===== config.mk =====
export PLATFORM = sky130hd
export DESIGN_NAME = sys_cmd_ctrl
export DESIGN_NICKNAME = d
export VERILOG_FILES = /design/src/rtl/sys_cmd_pkg.sv /design/src/rtl/sys_cmd_txser.sv /design/src/rtl/sys_cmd_ctrl.sv
export SDC_FILE = /design/constraint.sdc
export NUM_CORES = 1
export LEC_CHECK = 0
export ABC_AREA = 1
export ABC_CLOCK_PERIOD_IN_PS = 1710
export CAP_MARGIN = 30
export CORE_ASPECT_RATIO = 0.9
export CORE_MARGIN = 4
export CORE_UTILIZATION = 46
export CTS_CLUSTER_SIZE = 24
export DETAILED_ROUTE_END_ITERATION = 10
export GPL_TIMING_DRIVEN = 1
export PLACE_DENSITY = 0.77
export SYNTH_ARGS = -nofsm -noshare
export SYNTH_HDL_FRONTEND = slang
export SYNTH_SLANG_ARGS = --single-unit
export TNS_END_PERCENT = 50

===== constraint.sdc =====
create_clock -name CLK -period 1.71 [get_ports CLK]
set_input_delay 0.342 -clock CLK [delete_from_list [all_inputs] [get_ports CLK]]
set_output_delay 0.342 -clock CLK [all_outputs]
set_load 0.01 [all_outputs]

===== src/rtl/sys_cmd_pkg.sv =====
// Shared types and constants for the system command controller.
package sys_cmd_pkg;

  typedef enum logic [3:0] {
    S_IDLE, S_WR_ADDR, S_WR_DATA, S_RD_ADDR, S_RD_REQ, S_RD_PUSH, S_BRD_ADDR,
    S_BRD_CNT, S_OPA, S_OPB, S_ALU_FUN, S_ALU_WAIT, S_ALU_PUSH
  } state_t;

  localparam logic [7:0] CMD_WR      = 8'hAA;
  localparam logic [7:0] CMD_RD      = 8'hBB;
  localparam logic [7:0] CMD_ALU_OP  = 8'hCC;
  localparam logic [7:0] CMD_ALU_NOP = 8'hDD;
  localparam logic [7:0] CMD_BRD     = 8'hEE;

  // States that are waiting for the next frame of a command (subject to gap timeout)
  function automatic logic is_frame_wait(input state_t s);
    return s inside {S_WR_ADDR, S_WR_DATA, S_RD_ADDR, S_OPA, S_OPB,
                     S_ALU_FUN, S_BRD_ADDR, S_BRD_CNT};
  endfunction

endpackage


===== src/rtl/sys_cmd_txser.sv =====
// Captures a word and pushes it to the TX FIFO one DATA_W byte at a time, LSB first.
module sys_cmd_txser #(
  parameter int DATA_W = 8,
  parameter int WORD_W = 16
) (
  input  logic              CLK,
  input  logic              RST,
  input  logic              load,
  input  logic [WORD_W-1:0] word,
  input  logic              en,
  input  logic              fifo_full,
  output logic [DATA_W-1:0] tx_data,
  output logic              tx_vld,
  output logic              last
);
  localparam int NB = WORD_W / DATA_W;

  logic [NB-1:0][DATA_W-1:0] hold;

  always_ff @(posedge CLK or negedge RST) begin
    if (!RST)      hold <= '0;
    else if (load) hold <= word;
  end

  assign tx_vld = en && !fifo_full;

  generate
    if (NB == 1) begin : g_one
      assign tx_data = hold[0];
      assign last    = tx_vld;
    end else begin : g_multi
      localparam int IDX_W = $clog2(NB);
      localparam logic [IDX_W-1:0] IDX_LAST = IDX_W'(NB - 1);
      logic [IDX_W-1:0] idx;

      // Index only advances on an accepted push, so FIFO_FULL never drops or repeats a byte
      always_ff @(posedge CLK or negedge RST) begin
        if (!RST)        idx <= '0;
        else if (load)   idx <= '0;
        else if (tx_vld) idx <= (idx == IDX_LAST) ? '0 : idx + 1'b1;
      end

      assign tx_data = hold[idx];
      assign last    = tx_vld && (idx == IDX_LAST);
    end
  endgenerate

endmodule


===== src/rtl/sys_cmd_ctrl.sv =====
// Frame decoder: turns UART RX command frames into register, burst-read and ALU operations.
module sys_cmd_ctrl
  import sys_cmd_pkg::*;
#(
  parameter int DATA_W      = 8,
  parameter int ADDR_W      = 4,
  parameter int FUN_W       = 4,
  parameter int ALU_OUT_W   = 16,
  parameter int OPA_ADDR    = 0,
  parameter int OPB_ADDR    = 1,
  parameter int TIMEOUT_CYC = 0
) (
  input  logic                 CLK,
  input  logic                 RST,
  input  logic [DATA_W-1:0]    RX_P_DATA,
  input  logic                 RX_D_VLD,
  input  logic [DATA_W-1:0]    RdData,
  input  logic                 RdData_Valid,
  input  logic [ALU_OUT_W-1:0] ALU_OUT,
  input  logic                 OUT_Valid,
  input  logic                 FIFO_FULL,
  output logic [DATA_W-1:0]    TX_P_DATA,
  output logic                 TX_D_VLD,
  output logic [ADDR_W-1:0]    Address,
  output logic                 WrEn,
  output logic [DATA_W-1:0]    WrData,
  output logic                 RdEn,
  output logic [FUN_W-1:0]     ALU_FUN,
  output logic                 ALU_EN,
  output logic                 CLK_EN,
  output logic                 clk_div_en,
  output logic                 cmd_err,
  output logic                 busy
);
  localparam int GAP_W = (TIMEOUT_CYC > 1) ? $clog2(TIMEOUT_CYC) : 1;
  localparam logic [GAP_W-1:0] GAP_LOAD = GAP_W'(TIMEOUT_CYC - 1);

  state_t              state, state_nx;
  logic [ADDR_W-1:0]   addr_nx;
  logic [DATA_W-1:0]   rem, rem_nx;
  logic [FUN_W-1:0]    fun_q, fun_nx;
  logic [GAP_W-1:0]    gap;
  logic                err_nx, timeout;
  logic                rd_load, alu_load, rd_push, alu_push;
  logic [DATA_W-1:0]   rd_tx, alu_tx;
  logic                rd_vld, alu_vld, rd_last, alu_last;

  sys_cmd_txser #(.DATA_W(DATA_W), .WORD_W(DATA_W)) u_rd_ser (
    .CLK(CLK), .RST(RST), .load(rd_load), .word(RdData), .en(rd_push),
    .fifo_full(FIFO_FULL), .tx_data(rd_tx), .tx_vld(rd_vld), .last(rd_last)
  );

  sys_cmd_txser #(.DATA_W(DATA_W), .WORD_W(ALU_OUT_W)) u_alu_ser (
    .CLK(CLK), .RST(RST), .load(alu_load), .word(ALU_OUT), .en(alu_push),
    .fifo_full(FIFO_FULL), .tx_data(alu_tx), .tx_vld(alu_vld), .last(alu_last)
  );

  assign rd_push    = (state == S_RD_PUSH);
  assign alu_push   = (state == S_ALU_PUSH);
  assign TX_D_VLD   = rd_vld | alu_vld;
  assign busy       = (state != S_IDLE);
  assign clk_div_en = 1'b1;
  assign timeout    = (TIMEOUT_CYC > 0) && is_frame_wait(state) && !RX_D_VLD && (gap == '0);

  always_ff @(posedge CLK or negedge RST) begin
    if (!RST) begin
      state   <= S_IDLE;
      Address <= '0;
      rem     <= '0;
      fun_q   <= '0;
      cmd_err <= 1'b0;
    end else begin
      state   <= state_nx;
      Address <= addr_nx;
      rem     <= rem_nx;
      fun_q   <= fun_nx;
      cmd_err <= err_nx;
    end
  end

  // Frame-gap down-counter, reloaded on each frame and on every state change
  always_ff @(posedge CLK or negedge RST) begin
    if (!RST)                                 gap <= '0;
    else if (RX_D_VLD || state_nx != state)   gap <= GAP_LOAD;
    else if (gap != '0)                       gap <= gap - 1'b1;
  end

  always_comb begin
    state_nx  = state;
    addr_nx   = Address;
    rem_nx    = rem;
    fun_nx    = fun_q;
    err_nx    = 1'b0;
    WrEn      = 1'b0;
    WrData    = '0;
    RdEn      = 1'b0;
    ALU_FUN   = '0;
    ALU_EN    = 1'b0;
    CLK_EN    = 1'b0;
    TX_P_DATA = '0;
    rd_load   = 1'b0;
    alu_load  = 1'b0;
    case (state)
      S_IDLE: if (RX_D_VLD) begin
        case (RX_P_DATA)
          DATA_W'(CMD_WR):      state_nx = S_WR_ADDR;
          DATA_W'(CMD_RD):      state_nx = S_RD_ADDR;
          DATA_W'(CMD_BRD):     state_nx = S_BRD_ADDR;
          DATA_W'(CMD_ALU_NOP): state_nx = S_ALU_FUN;
          DATA_W'(CMD_ALU_OP): begin
            state_nx = S_OPA;
            addr_nx  = ADDR_W'(OPA_ADDR);
          end
          default:              err_nx = 1'b1;
        endcase
      end
      S_WR_ADDR: if (RX_D_VLD) begin
        addr_nx  = RX_P_DATA[ADDR_W-1:0];
        state_nx = S_WR_DATA;
      end
      S_WR_DATA: if (RX_D_VLD) begin
        WrEn     = 1'b1;
        WrData   = RX_P_DATA;
        state_nx = S_IDLE;
      end
      S_RD_ADDR: if (RX_D_VLD) begin
        addr_nx  = RX_P_DATA[ADDR_W-1:0];
        rem_nx   = DATA_W'(1);
        state_nx = S_RD_REQ;
      end
      S_RD_REQ: begin
        RdEn = !RdData_Valid;
        if (RdData_Valid) begin
          rd_load  = 1'b1;
          state_nx = S_RD_PUSH;
        end
      end
      S_RD_PUSH: begin
        TX_P_DATA = rd_tx;
        if (rd_last) begin
          rem_nx = rem - 1'b1;
          if (rem_nx != '0) begin
            addr_nx  = Address + 1'b1;
            state_nx = S_RD_REQ;
          end else begin
            state_nx = S_IDLE;
          end
        end
      end
      S_BRD_ADDR: if (RX_D_VLD) begin
        addr_nx  = RX_P_DATA[ADDR_W-1:0];
        state_nx = S_BRD_CNT;
      end
      S_BRD_CNT: if (RX_D_VLD) begin
        rem_nx   = RX_P_DATA;
        state_nx = (RX_P_DATA == '0) ? S_IDLE : S_RD_REQ;
      end
      S_OPA: if (RX_D_VLD) begin
        WrEn     = 1'b1;
        WrData   = RX_P_DATA;
        addr_nx  = ADDR_W'(OPB_ADDR);
        state_nx = S_OPB;
      end
      S_OPB: if (RX_D_VLD) begin
        WrEn     = 1'b1;
        WrData   = RX_P_DATA;
        state_nx = S_ALU_FUN;
      end
      S_ALU_FUN: begin
        CLK_EN = 1'b1;
        if (RX_D_VLD) begin
          ALU_EN   = 1'b1;
          ALU_FUN  = RX_P_DATA[FUN_W-1:0];
          fun_nx   = RX_P_DATA[FUN_W-1:0];
          state_nx = S_ALU_WAIT;
        end
      end
      S_ALU_WAIT: begin
        ALU_FUN = fun_q;
        if (OUT_Valid) begin
          alu_load = 1'b1;
          state_nx = S_ALU_PUSH;
        end else begin
          CLK_EN = 1'b1;
          ALU_EN = 1'b1;
        end
      end
      S_ALU_PUSH: begin
        TX_P_DATA = alu_tx;
        if (alu_last) state_nx = S_IDLE;
      end
      default: state_nx = S_IDLE;
    endcase
    // Timeout only fires on a cycle with no frame, so no write or ALU strobe is issued
    if (timeout) begin
      state_nx = S_IDLE;
      err_nx   = 1'b1;
    end
  end

endmodule

==> results of run 1 <==
layout make-up:
class	instances	area share
Sequential cell	46	0.246
Clock inverter	3	0.00453
Multi-Input combinational cell	308	0.399
Clock buffer	5	0.0147
Timing Repair inverter	1	0.00107
Timing Repair Buffer	144	0.268
Tap cell	87	0.0232
Inverter	51	0.0434
final timing paths:
kind | start | end | slack [ps] | cells past startpoint
worst max-delay path | state[1] | TX_P_DATA[5] | -340 | 6
worst min-delay path | RST | rem[7] | 3 | 2
worst max register to register | state[1] | rem[5] | -270 | 13
worst min register to register | u_alu_ser.hold[0] | u_alu_ser.hold[0] | 480 | 2
max in group asynchronous | RST | state[3] | 1470 | 2
min in group CLK | u_alu_ser.hold[0] | u_alu_ser.hold[0] | 480 | 2
placed cells by master (no fill, tap or decap), drive strengths merged, types with 3 or more instances in the layout:
cell type | synthesis | layout
clkdlybuf4s50 | 0 | 41
a22oi | 3 | 3
ha | 7 | 7
nor2 | 66 | 66
nand3 | 24 | 24
nor3 | 3 | 3
o21ai | 21 | 21
o22ai | 5 | 5
dfrtp | 46 | 46
clkinv | 1 | 5
clkbuf | 0 | 5
mux2 | 8 | 8
inv | 50 | 49
o31ai | 8 | 8
nand2 | 144 | 145
buf | 10 | 103
a21oi | 7 | 7
nand4 | 4 | 4
metrics by stage:
stage	setup WS, ps	cells	power, uW	cell area, um^2	hold slack [ps]
finish	-341	645	5800	4690	2.59
global route	-432	645	6200	4690	18.9
CTS	-290	633	5350	4380	13.3
detailed placement	-510	615	4420	4170	343
global placement	-465	615	4320	4170	345
floorplan	20.6	414	3350	3030	46.4
power groups by stage:
stage	Sequential [uW]	Clock (uW)	Combinational (uW)
global route	1710	746	3740
global placement	1630	0	2700
finish	1670	684	3450
CTS	1640	699	3010
floorplan	1600	0	1750
detailed placement	1650	0	2770
what timing repair did:
action / in CTS / in global routing
gates cloned: 1 / 1
endpoints found under the setup margin: 48 / 60
buffers inserted: 9 / 11
gates resized for setup: 150 / 65
pin swaps: 13 / 19
worst reg2reg max path, cell delays in order (launching register included):
cell,delay (ps)
dfrtp_2,440
buf_6,130
inv_4,50
buf_4,130
nand3_4,120
buf_6,150
buf_6,110
buf_4,160
nand3_2,60
nand2_2,60
a21oi_4,140
buf_12,160
nor2_1,50
a21oi_1,130
cells by family (layout without fill, tap and decap cells):
| family | Yosys count | count (layout) | share of synthesized area |
|---|---|---|---|
| and+or+nand+nor | 241 | 242 | 0.362 |
| buffers and inverters | 61 | 204 | 0.0906 |
| AOI/OAI and AO/OA | 49 | 49 | 0.103 |
| DFF | 46 | 46 | 0.381 |
| muxes | 8 | 8 | 0.0298 |
| adders and majority gates | 7 | 7 | 0.0290 |
| other | 1 | 1 | 0.00124 |
| xor gates and xnor gates | 1 | 1 | 0.00290 |
sequential cells by signal, indices dropped and copies added (netlist names):
name,flops
Address,4
fun_q,4
u_alu_ser.g_multi.idx,1
cmd_err,1
u_rd_ser.tx_data,8
rem,8
u_alu_ser.hold,16
state,4
routing by layer:
metal / vias to the layer above / GRT usage / routed length (um)
met1: 1558 / 0.305 / 4020
li1: 1609 / - / -
met2: 161 / 0.382 / 4840
met5: - / 0 / 0
met4: 0 / 0.0652 / 261
met3: 36 / 0.0461 / 621
==> flow_summary.json, run 1 <==
{
  "status": "complete, but fails checks",
  "violations": "setup timing",
  "synth_cell_types": 38,
  "synthToLayoutAreaGrowth_pct": 55.3,
  "vias": 3364,
  "fmax_mhz": 487,
  "place_congestion": 0.888,
  "seqPwrFrac": 0.288,
  "worstSetupPathType": "reg2out",
  "slew_viol_final": 0,
  "clkTransAtPathRegs_ps": 90,
  "grt_first_pass_wirelength_um": 14800,
  "endpoint_kind": "output pin",
  "hold_viol": 0,
  "first_iter_violations": 280,
  "num_io_pins": 70,
  "root_buffer": "clkbuf_8",
  "antenna_found_initial": 0,
  "synth-edff-count": 0,
  "drv_cap": 0,
  "leakage_uw": 0.00239,
  "route.detailed.wl_per_inst_um": 15.1,
  "worstPathArrival_ps": 1710,
  "io_buffers": 68,
  "power.internal_uw": 3240,
  "drt-total-wl_um": 9740,
  "synth_ff_type": "dfrtp_1",
  "h-tree-depth": 2,
  "yosysMostFrequentCell": "nand2_1",
  "cts_max_path_buffers": 2,
  "crit_slowest_cell": "dfrtp_2",
  "postRouteAntennaNets": 0,
  "post-route-worst-setup-slack_ps": -341,
  "synth_commonest_cells": "138 x nand2_1, 54 x nor2_1, 47 x inv_1, 46 x dfrtp_1, 16 x o21ai_0",
  "power_switching_uw": 2560,
  "cp_num_buf_inv": 3,
  "final_nets": 602,
  "synth_top_area_cell": "dfrtp_1",
  "fillers": 414,
  "finish.utilization": 0.751,
  "cp_max_fo": 9,
  "tns_ps": -10600,
  "first_global_vias": 3220,
  "hold_path.class": "in2async",
  "setup_violations": 59,
  "period_needed_ps": 2050,
  "viasPerCell": 5.22,
  "seq_area_um2": 1150,
  "fin_crit_sh": 1.20,
  "initial_core_util": 0.484,
  "p_clk_frac": 0.118,
  "fin_worst_skew_ps": 8.16,
  "diodes": 0,
  "syn_nets": 459,
  "swShare": 0.441,
  "multi_input_area_um2": 1870,
  "critPathTopFamily": "buffers and inverters",
  "pwr-share-comb": 0.595,
  "grt_max_degree": 47,
  "syn_inst": 414,
  "die_area_um2": 7930,
  "cts_tree": "yes",
  "overflow": 0,
  "drc": 0,
  "drive_gt1_frac": 0.360,
  "dp_hpwl_um": 6510,
  "start_kind": "register",
  "synthArstFlopShare": 1.00,
  "ys_ff_latch": 46,
  "rows": 27,
  "syn-cell-area_um2": 3020,
  "core_um2": 6250,
  "track_usage": 0.230,
  "power.density_nw_per_um2": 1240,
  "clock-sinks": 46,
  "firstDrtPassIters": 5,
  "ir_worst_vdd_mv": 0.647,
  "rsz0062_at_grt": "true",
  "yosysSeqAreaShare": 0.381,
  "max_stage_delay_ps": 440,
  "yosys_warnings": 0,
  "worstPathCellList": "buf_4 > buf_6 > nor2_8 > nand2_4 > o31ai_1 > buf_2",
  "cp.required_ps": 1370,
  "synthTopCellsByArea": "dfrtp_1 38%, nand2_1 17%, nor2_1 6.7%",
  "die_h_um": 84.9,
  "cts_made_buffers": 5,
  "die_width_um": 93.5,
  "synthDominantCellAreaShare": 0.381,
  "syn_avg_cell_area_um2": 7.30,
  "worstSkewPairLatency_ps": 300,
  "postCtsHoldBufs": 0
}
Note: power is estimated with default switching activity, not from simulation.
==> inputs of run 2 (changes only) <==
--- a/config.mk
+++ b/config.mk
@@ -9,7 +9,6 @@
 export ABC_CLOCK_PERIOD_IN_PS = 1710
 export CAP_MARGIN = 30
 export CORE_ASPECT_RATIO = 0.9
-export CORE_MARGIN = 4
 export CORE_UTILIZATION = 46
 export CTS_CLUSTER_SIZE = 24
 export DETAILED_ROUTE_END_ITERATION = 10
@@ -18,4 +17,3 @@
 export SYNTH_ARGS = -nofsm -noshare
 export SYNTH_HDL_FRONTEND = slang
 export SYNTH_SLANG_ARGS = --single-unit
-export TNS_END_PERCENT = 50
==> run 2 against run 1 <==
The run still ends with setup timing left. Combinational power is essentially flat. Core utilization grew 2.4 points. Routed wire length grew 0.67%. Via count grew 1.1%. Clock skew shrank 1.9 ps. Worst setup slack lost 9.1 ps. Largest power group unchanged.
==> flow_summary.json, run 2 (synthesized netlist as in run 1, its figures left out) <==
{
  "status": "complete, but fails checks",
  "violations": "setup timing",
  "cpMostUsedCell": "buf_6",
  "io_buffers": 68,
  "die_area_um2": 6900,
  "tns_ps": -8530,
  "overflow": 0,
  "worstSkewPairLatency_ps": 300,
  "clkTransAtPathRegs_ps": 80,
  "core_um2": 6220,
  "largest_reg_flops": 16,
  "endpoint_kind": "output pin",
  "h-tree-depth": 2,
  "die_width_um": 87.5,
  "worstSetupPathType": "reg2out",
  "power.density_nw_per_um2": 1190,
  "hold_viol": 0,
  "dp_hpwl_um": 6420,
  "place_congestion": 0.897,
  "final_common_cell": "nand2_1",
  "drive_gt1_frac": 0.386,
  "clock-sinks": 46,
  "start_kind": "register",
  "crit_start": "state[2]",
  "initial_core_util": 0.486,
  "drv_cap": 0,
  "max_stage_delay_ps": 400,
  "num_io_pins": 70,
  "final_cell_mix": "112 x nand2_1, 57 x buf_4, 48 x nor2_1",
  "reg2reg_slack_ps": -200,
  "pre_cts_ws_ps": -569,
  "fmax_mhz": 485,
  "drc": 0,
  "finish.utilization": 0.775,
  "placed_cells": 616,
  "design_area_um2": 4820,
  "track_usage": 0.288,
  "cts_made_buffers": 5,
  "crit_slowest_cell": "dfrtp_1",
  "cts_tree": "yes",
  "route.detailed.wl_per_inst_um": 15.0,
  "first_global_vias": 3302,
  "final_nets": 610,
  "postRouteAntennaNets": 0,
  "cts_max_path_buffers": 2,
  "endpoint": "WrData[0]",
  "reg2regPathDepth": 11,
  "die_h_um": 78.9,
  "period_needed_ps": 2060,
  "r2r_end": "state[1]",
  "worstPathCellList": "inv_2 > ha_4 > inv_4 > o22ai_4 > nand2_4 > buf_6 > buf_6 > nor2_4 > buf_6",
  "ir_worst_vdd_mv": 0.716,
  "vias": 3400,
  "drt-total-wl_um": 9810,
  "worstPathArrival_ps": 1720,
  "slew_viol_final": 0,
  "fin_worst_skew_ps": 6.25,
  "synthToLayoutAreaGrowth_pct": 59.4,
  "placed_area_um2": 4180,
  "post-route-worst-setup-slack_ps": -350,
  "antenna_found_initial": 0,
  "instances_no_fill": 652,
  "viasPerCell": 5.21,
  "rsz0062_at_grt": "true",
  "rows": 27,
  "root_buffer": "clkbuf_8",
  "grt_first_pass_wirelength_um": 15300,
  "diodes": 0,
  "cp.required_ps": 1370,
  "leakage_uw": 0.00246,
  "first_iter_violations": 212,
  "grt_max_degree": 32,
  "setup_violations": 46,
  "r2r_start": "state[2]",
  "hold_path.class": "reg2reg",
  "firstDrtPassIters": 5,
  "cp_max_fo": 3,
  "regMostFlops": "u_alu_ser.hold",
  "fin_crit_sh": 1.20
}
run 2: cell count changes in the layout (fill, tap and decap cells not counted), moves of 4 or more:
cell and change:
nand2_1 -16, nand2_2 +12, nand2_4 +6, nor2_4 -5, inv_2 -4, nor2_1 +4
run 2: power by group:
part / internal, uW / total, uW / switching [uW]
registers: 1400 / 1660 / 260
clock network: 275 / 642 / 367
logic: 1550 / 3430 / 1880
total: 3220 / 5730 / 2510
run 2: worst max-delay path, delay by kind of cell, from the launching register on:
kind | cells | cell delay, ps
AND/OR/NAND/NOR | 2 | 170
AO/OA/AOI/OAI | 1 | 180
buffers and inverters | 5 | 500
flip-flops | 1 | 400
adder cells (fa/ha/maj) | 1 | 170
run 2: timing repair:
action,CTS,global route
pin swaps,19,15
gates resized for setup,172,54
buffers inserted,16,8
cloned,3,2
hold endpoints to repair,15,0
setup endpoints to repair,44,65
hold buffers,1,0
run 2: stage by stage:
| step | total power [uW] | hold slack [ps] |
|---|---|---|
| floorplan | 3350 | 46.4 |
| global placement | 4330 | 301 |
| detailed placement | 4410 | 297 |
| CTS | 5450 | 481 |
| global route | 6130 | 519 |
| finish | 5730 | 482 |
run 2: area by class of cell:
class	instances	area, um^2
inverters	51	220
repair inverters	3	27.5
repair buffers	149	1310
well taps	87	109
clock buffers	5	68.8
multi-input cells	309	1920
clock inverters	2	10.0
fillers	425	1400
flip-flops and latches	46	1150
run 2: worst min-delay path by stage:
stage | startpoint | end | slack [ps] | cells past startpoint
4_1_cts | u_alu_ser.hold[4] | u_alu_ser.hold[4] | 480 | 2
5_1_grt | u_alu_ser.hold[13] | u_alu_ser.hold[13] | 520 | 2
2_1_floorplan | RST | Address[0] | 50 | 0
3_3_place_gp | RST | Address[2] | 300 | 1
3_5_place_dp | RST | Address[2] | 300 | 1
6_report | u_alu_ser.hold[4] | u_alu_ser.hold[4] | 480 | 2
run 2: routing by layer:
| metal | global-route usage | part of all wire | vias up |
|---|---|---|---|
| li1 | - | - | 1624 |
| met1 | 0.378 | 0.42 | 1613 |
| met2 | 0.482 | 0.50 | 137 |
| met3 | 0.0395 | 0.058 | 26 |
| met4 | 0.105 | 0.020 | 0 |
| met5 | 0 | 0 | - |
